<file path="src/rtl/cond_pkg.sv">
// rtl/cond_pkg.sv - condition codes and flag bit positions for cond_unit
package cond_pkg;

   typedef enum logic [3:0] {
      EQ = 4'h0,
      NE = 4'h1,
      CS = 4'h2,
      CC = 4'h3,
      MI = 4'h4,
      PL = 4'h5,
      VS = 4'h6,
      VC = 4'h7,
      HI = 4'h8,
      LS = 4'h9,
      GE = 4'hA,
      LT = 4'hB,
      GT = 4'hC,
      LE = 4'hD,
      AL = 4'hE,
      NV = 4'hF
   } cond_e;

   // Flag register layout is {C,Z,N,V}
   localparam int FLAG_C = 3;
   localparam int FLAG_Z = 2;
   localparam int FLAG_N = 1;
   localparam int FLAG_V = 0;

endpackage

</file>
<file path="src/rtl/cond_eval.sv">
// rtl/cond_eval.sv - combinational condition-code evaluator
module cond_eval
   import cond_pkg::*;
(
   input  logic [3:0] Cond,
   input  logic [3:0] Flags,
   output logic       CondEx
);

   logic c, z, n, v;

   assign c = Flags[FLAG_C];
   assign z = Flags[FLAG_Z];
   assign n = Flags[FLAG_N];
   assign v = Flags[FLAG_V];

   // Decode the condition code against the current flags
   always_comb begin
      CondEx = 1'b0;
      case (cond_e'(Cond))
         EQ: CondEx = z;
         NE: CondEx = ~z;
         CS: CondEx = c;
         CC: CondEx = ~c;
         MI: CondEx = n;
         PL: CondEx = ~n;
         VS: CondEx = v;
         VC: CondEx = ~v;
         HI: CondEx = c & ~z;
         LS: CondEx = ~c | z;
         GE: CondEx = (n == v);
         LT: CondEx = (n != v);
         GT: CondEx = ~z & (n == v);
         LE: CondEx = z | (n != v);
         AL: CondEx = 1'b1;
         NV: CondEx = 1'b0;
         default: CondEx = 1'b0;
      endcase
   end

endmodule

</file>
<file path="src/rtl/cond_unit.sv">
// rtl/cond_unit.sv - flag register, condition-gated writes, optional flag stack (COND_FLAG_STACK_EN)
module cond_unit
   import cond_pkg::*;
(
   input  logic       clk,
   input  logic       reset,
   input  logic [3:0] Cond,
   input  logic [3:0] ALUFlags,
   input  logic [1:0] FlagW,
   input  logic       PCS,
   input  logic       RegW,
   input  logic       MemW,
   input  logic       Stall,
   output logic       PCSrc,
   output logic       RegWrite,
   output logic       MemWrite,
`ifdef COND_FLAG_STACK_EN
   input  logic       FlagPush,
   input  logic       FlagPop,
   output logic       StackFull,
   output logic       StackEmpty,
   output logic       StackErr,
`endif
   output logic [3:0] Flags
);

   logic [3:0] flags_q;
   logic       cond_ex;
   logic       go;
   logic       wr_nz;
   logic       wr_cv;

   cond_eval u_eval (
      .Cond   (Cond),
      .Flags  (flags_q),
      .CondEx (cond_ex)
   );

   // CondEx sees only the registered flags, so a same-cycle update never bypasses
   assign go       = cond_ex & ~Stall;
   assign PCSrc    = PCS  & go;
   assign RegWrite = RegW & go;
   assign MemWrite = MemW & go;
   assign wr_nz    = FlagW[1] & go;
   assign wr_cv    = FlagW[0] & go;
   assign Flags    = flags_q;

`ifdef COND_FLAG_STACK_EN
   logic [3:0] stk [2];
   logic [1:0] occ;
   logic       err;
   logic       do_push;
   logic       do_pop;
   logic       push_ok;
   logic       pop_ok;

   // Simultaneous push and pop cancel out; stall blocks both
   assign do_push = FlagPush & ~FlagPop & ~Stall;
   assign do_pop  = FlagPop & ~FlagPush & ~Stall;
   assign push_ok = do_push & (occ != 2'd2);
   assign pop_ok  = do_pop  & (occ != 2'd0);

   assign StackFull  = (occ == 2'd2);
   assign StackEmpty = (occ == 2'd0);
   assign StackErr   = err;

   // Stack storage, occupancy and sticky error; push slot is occ[0], top slot is occ[1]
   always_ff @(posedge clk or negedge reset) begin
      if (!reset) begin
         stk[0] <= 4'b0000;
         stk[1] <= 4'b0000;
         occ    <= 2'd0;
         err    <= 1'b0;
      end else begin
         if (push_ok) begin
            stk[occ[0]] <= flags_q;
            occ         <= occ + 2'd1;
         end else if (pop_ok) begin
            occ <= occ - 2'd1;
         end
         if ((do_push && occ == 2'd2) || (do_pop && occ == 2'd0))
            err <= 1'b1;
      end
   end
`endif

   // Flag register: per-group load enables; a successful pop wins over FlagW
   always_ff @(posedge clk or negedge reset) begin
      if (!reset) begin
         flags_q <= 4'b0000;
      end else begin
`ifdef COND_FLAG_STACK_EN
         if (pop_ok) begin
            flags_q <= stk[occ[1]];
         end else begin
`endif
            if (wr_nz) begin
               flags_q[FLAG_Z] <= ALUFlags[FLAG_Z];
               flags_q[FLAG_N] <= ALUFlags[FLAG_N];
            end
            if (wr_cv) begin
               flags_q[FLAG_C] <= ALUFlags[FLAG_C];
               flags_q[FLAG_V] <= ALUFlags[FLAG_V];
            end
`ifdef COND_FLAG_STACK_EN
         end
`endif
      end
   end

endmodule

</file>
<file path="config.mk">
export PLATFORM = sky130hd
export DESIGN_NAME = cond_unit
export DESIGN_NICKNAME = d
export VERILOG_FILES = /design/src/rtl/cond_pkg.sv /design/src/rtl/cond_eval.sv /design/src/rtl/cond_unit.sv
export SDC_FILE = /design/constraint.sdc
export NUM_CORES = 1
export LEC_CHECK = 0
export CAP_MARGIN = 20
export CORE_AREA = 2 2 39 41
export DETAILED_ROUTE_END_ITERATION = 6
export DIE_AREA = 0 0 41 43
export RECOVER_POWER = 100
export SLEW_MARGIN = 20
export SYNTH_ARGS = -nofsm -noshare
export SYNTH_HDL_FRONTEND = slang
export SYNTH_HIERARCHICAL = 1
export SYNTH_SLANG_ARGS = --single-unit
</file>
<file path="constraint.sdc">
create_clock -name clk -period 4.3 [get_ports clk]
set_input_delay 1.29 -clock clk [delete_from_list [all_inputs] [get_ports clk]]
set_output_delay 1.29 -clock clk [all_outputs]
set_load 0.01 [all_outputs]
</file>
==> impl_metrics.py <==
metrics = {
    "route": {
        "drtIter0Drc": 0,
        "wirelength_um": 861,
        "viasPerCell": 4.72,
        "vias": 387,
        "dr.pass1.iters": 1,
        "wire_per_inst_um": 10.5,
        "drcViolationCount": 0,
        "drtAntennaViolNets": 0,
    },
    "critical_path": {
        "critPathLaunchType": "primary input",
        "worst_path_largest_cell_delay_ns": 0.47,
        "slowest_stage": "clkdlybuf4s50_1",
        "crit_chain": "clkdlybuf4s50_1 > inv_1 > a2111oi_2 > a311oi_1 > o22ai_1 > and2b_2 > and2_1 > clkbuf_1",
        "worstPathMaxFanout": 3,
        "critical_path_buf_inv_count": 3,
        "critical_path_class": "primary input to primary output",
        "crit_required_ns": 3.01,
        "crit_path_end_kind": "primary output",
        "crit_arrival_ns": 2.88,
        "cp_top_family": "buffers and inverters",
    },
    "layout": {
        "final_area_sq_um": 636,
        "fill_cells": 153,
        "largest_reg_flops": 4,
        "syn_to_final_growth_pct": 85.4,
        "diodes": 0,
        "drive_gt1_share_pct": 24.2,
        "fin_nets": 84,
    },
    "die": {
        "die_w_um": 41,
        "core_sq_mm": 0.00138,
        "rows": 14,
        "die_h_um": 43,
        "die_area_sq_mm": 0.00176,
        "start_util_pct": 24.8,
        "io_pins": 23,
    },
    "power": {
        "power_density_mw_per_mm2": 460,
        "p_leak_nw": 0.262,
        "vdd_drop_max_uv": 230,
    },
    "global_route": {
        "grt_pass1_wl_um": 1360,
        "first_global_vias": 388,
        "grt_overflow": 0,
        "antenna_found_initial": 0,
        "grt_max_degree": 8,
        "grt_usage_pct": 11.8,
    },
    "yosys": {
        "netlist_instances": 37,
        "synth_nets": 53,
        "avgSynthCellArea_sq_um": 9.27,
        "synth_seq_cells": 4,
        "synthArstFlopShare_pct": 100,
        "ys.flop_type": "dfrtp_1",
        "synth_warnings": 6,
        "syn-cell-area_sq_um": 343,
        "seq_area_frac_synth_pct": 29.2,
        "synth-edff-count": 0,
        "ys_types": 23,
    },
    "placed_design": {
        "dp_slack_ns": -0.568,
        "place.gp.congestion": 0.585,
        "place_hpwl_um": 697,
        "io_buffers": 22,
        "placedInstanceArea_sq_um": 609,
    },
    "timing": {
        "worst_pin_slew_ns": 0.277,
        "setup_ws_ns": 0.132,
        "finalMaxSlewViolations": 0,
        "finalCritPeriodShare_pct": 96.9,
        "final-hold-violation-count": 0,
        "holdWs_ns": 0.553,
        "finalSetupViolCount": 0,
        "rsz0062_at_grt": "false",
        "fin_skew_ns": 0.00200,
        "timing.fmax_mhz": 240,
        "max-slew-margin-rel_pct": 81.4,
        "layout_min_cycle_time_ns": 4.17,
    },
    "clocking": {
        "clock_latency_ns": 0.23,
        "numCtsBuffers": 3,
        "clockBufferDepth": 2,
        "ctsHoldBuffers": 0,
        "cts-root-buf": "clkbuf_4",
        "numClockSinks": 4,
        "cts_htree_levels": 1,
        "clk_pin_slew_ns": 0.04,
        "tritoncts": "yes",
    },
    "min_path": {
        "min_path_type": "flop to flop",
    },
    "job": {
        "cap_violations": 0,
    },
    "outcome": {
        "outcome": "finished clean",
    },
}
## routing by layer
| metal | vias to the layer above | track usage (%) | part of all wire (%) |
|---|---|---|---|
| li1 | 192 | - | - |
| met1 | 184 | 12.7 | 39 |
| met2 | 11 | 18.1 | 55 |
| met3 | 0 | 2.62 | 6.5 |
| met4 | 0 | 10.0 | 0 |
| met5 | - | 0 | 0 |
## report_power, final
| group | switching [mW] | internal [mW] | leakage [nW] | total [mW] |
|---|---|---|---|---|
| clock network | 0.0151 | 0.0312 | 0.0138 | 0.0463 |
| logic | 0.0699 | 0.0936 | 0.201 | 0.164 |
| registers | 0.0255 | 0.0571 | 0.0473 | 0.0826 |
## worst register-to-register path, stage by stage, from the launching register on
cell and delay (ns):
dfrtp_1 0.40, xor2_1 0.28, xor2_1 0.14, a2111oi_2 0.38, a311oi_1 0.08, o22ai_1 0.19
buf_4 0.14, clkbuf_4 0.12, nand3b_1 0.11, mux2_1 0.32
## layout make-up
class	instances	area (sq um)	share of cell area, %
inverters	1	3.75	0.591
flip-flops and latches	4	100	15.7
clock buffers	3	22.5	3.54
repair buffers	28	251	39.6
multi-input cells	30	238	37.4
well taps	16	20.0	3.15
## logic make-up after synthesis
kind of cell | share of synthesized area [%]
and+or+nand+nor | 22.3
AOI/OAI and AO/OA | 17.9
buffers and inverters | 4.38
xor gates and xnor gates | 10.2
muxes | 16.1
DFF | 29.2
## synth_stat cells, types with 2 or more instances
master / count / area [sq um]
a21oi_1: 3 / 15.0
and2_1: 3 / 18.8
dfrtp_1: 4 / 100
mux2_1: 4 / 45.0
nand3b_1: 2 / 15.0
nor2_1: 2 / 7.51
xor2_1: 3 / 26.3
## what timing repair did
item / in CTS / in global routing
pin swaps: 2 / 2
hold endpoints to repair: 0 / 0
gates cloned: 0 / 0
endpoints found under the setup margin: 3 / 3
buffers inserted: 1 / 0
resized for setup: 9 / 8
## final timing paths
check / start / to / slack (ns) / cells after the start
max in group asynchronous: reset / Flags[3] / 2.81 / 1
worst max-delay path: Cond[3] / RegWrite / 0.13 / 8
min in group asynchronous: reset / Flags[2] / 1.32 / 1
worst min-delay path: Flags[0] / Flags[0] / 0.55 / 1
worst max register to register: Flags[1] / Flags[3] / 2.02 / 9
worst min register to register: Flags[0] / Flags[0] / 0.55 / 1
## cell usage in the layout, fill, tap and decap left out, types with 2 or more instances in the layout
cell | Yosys | routed
and2_1 | 3 | 3
clkbuf_4 | 0 | 4
buf_4 | 1 | 5
nand3b_1 | 2 | 2
nor2_1 | 2 | 2
mux2_1 | 4 | 4
dfrtp_1 | 4 | 4
clkbuf_2 | 0 | 2
clkdlybuf4s15_2 | 0 | 2
xor2_1 | 3 | 3
dlygate4sd3_1 | 0 | 5
a21oi_1 | 3 | 3
clkdlybuf4s50_1 | 0 | 12
## stage by stage
stage / utilization, % / std cells / total power [mW] / TNS [ns]
2_1_floorplan: - / 37 / 0.164 / 0
3_3_place_gp: 44.0 / 78 / 0.248 / -1.67
6_report: 45.9 / 82 / 0.292 / 0
3_5_place_dp: 44.0 / 78 / 0.248 / -1.69
4_1_cts: 46.1 / 82 / 0.301 / 0
5_1_grt: 45.9 / 82 / 0.315 / 0
(Power assumes the default switching activity.)
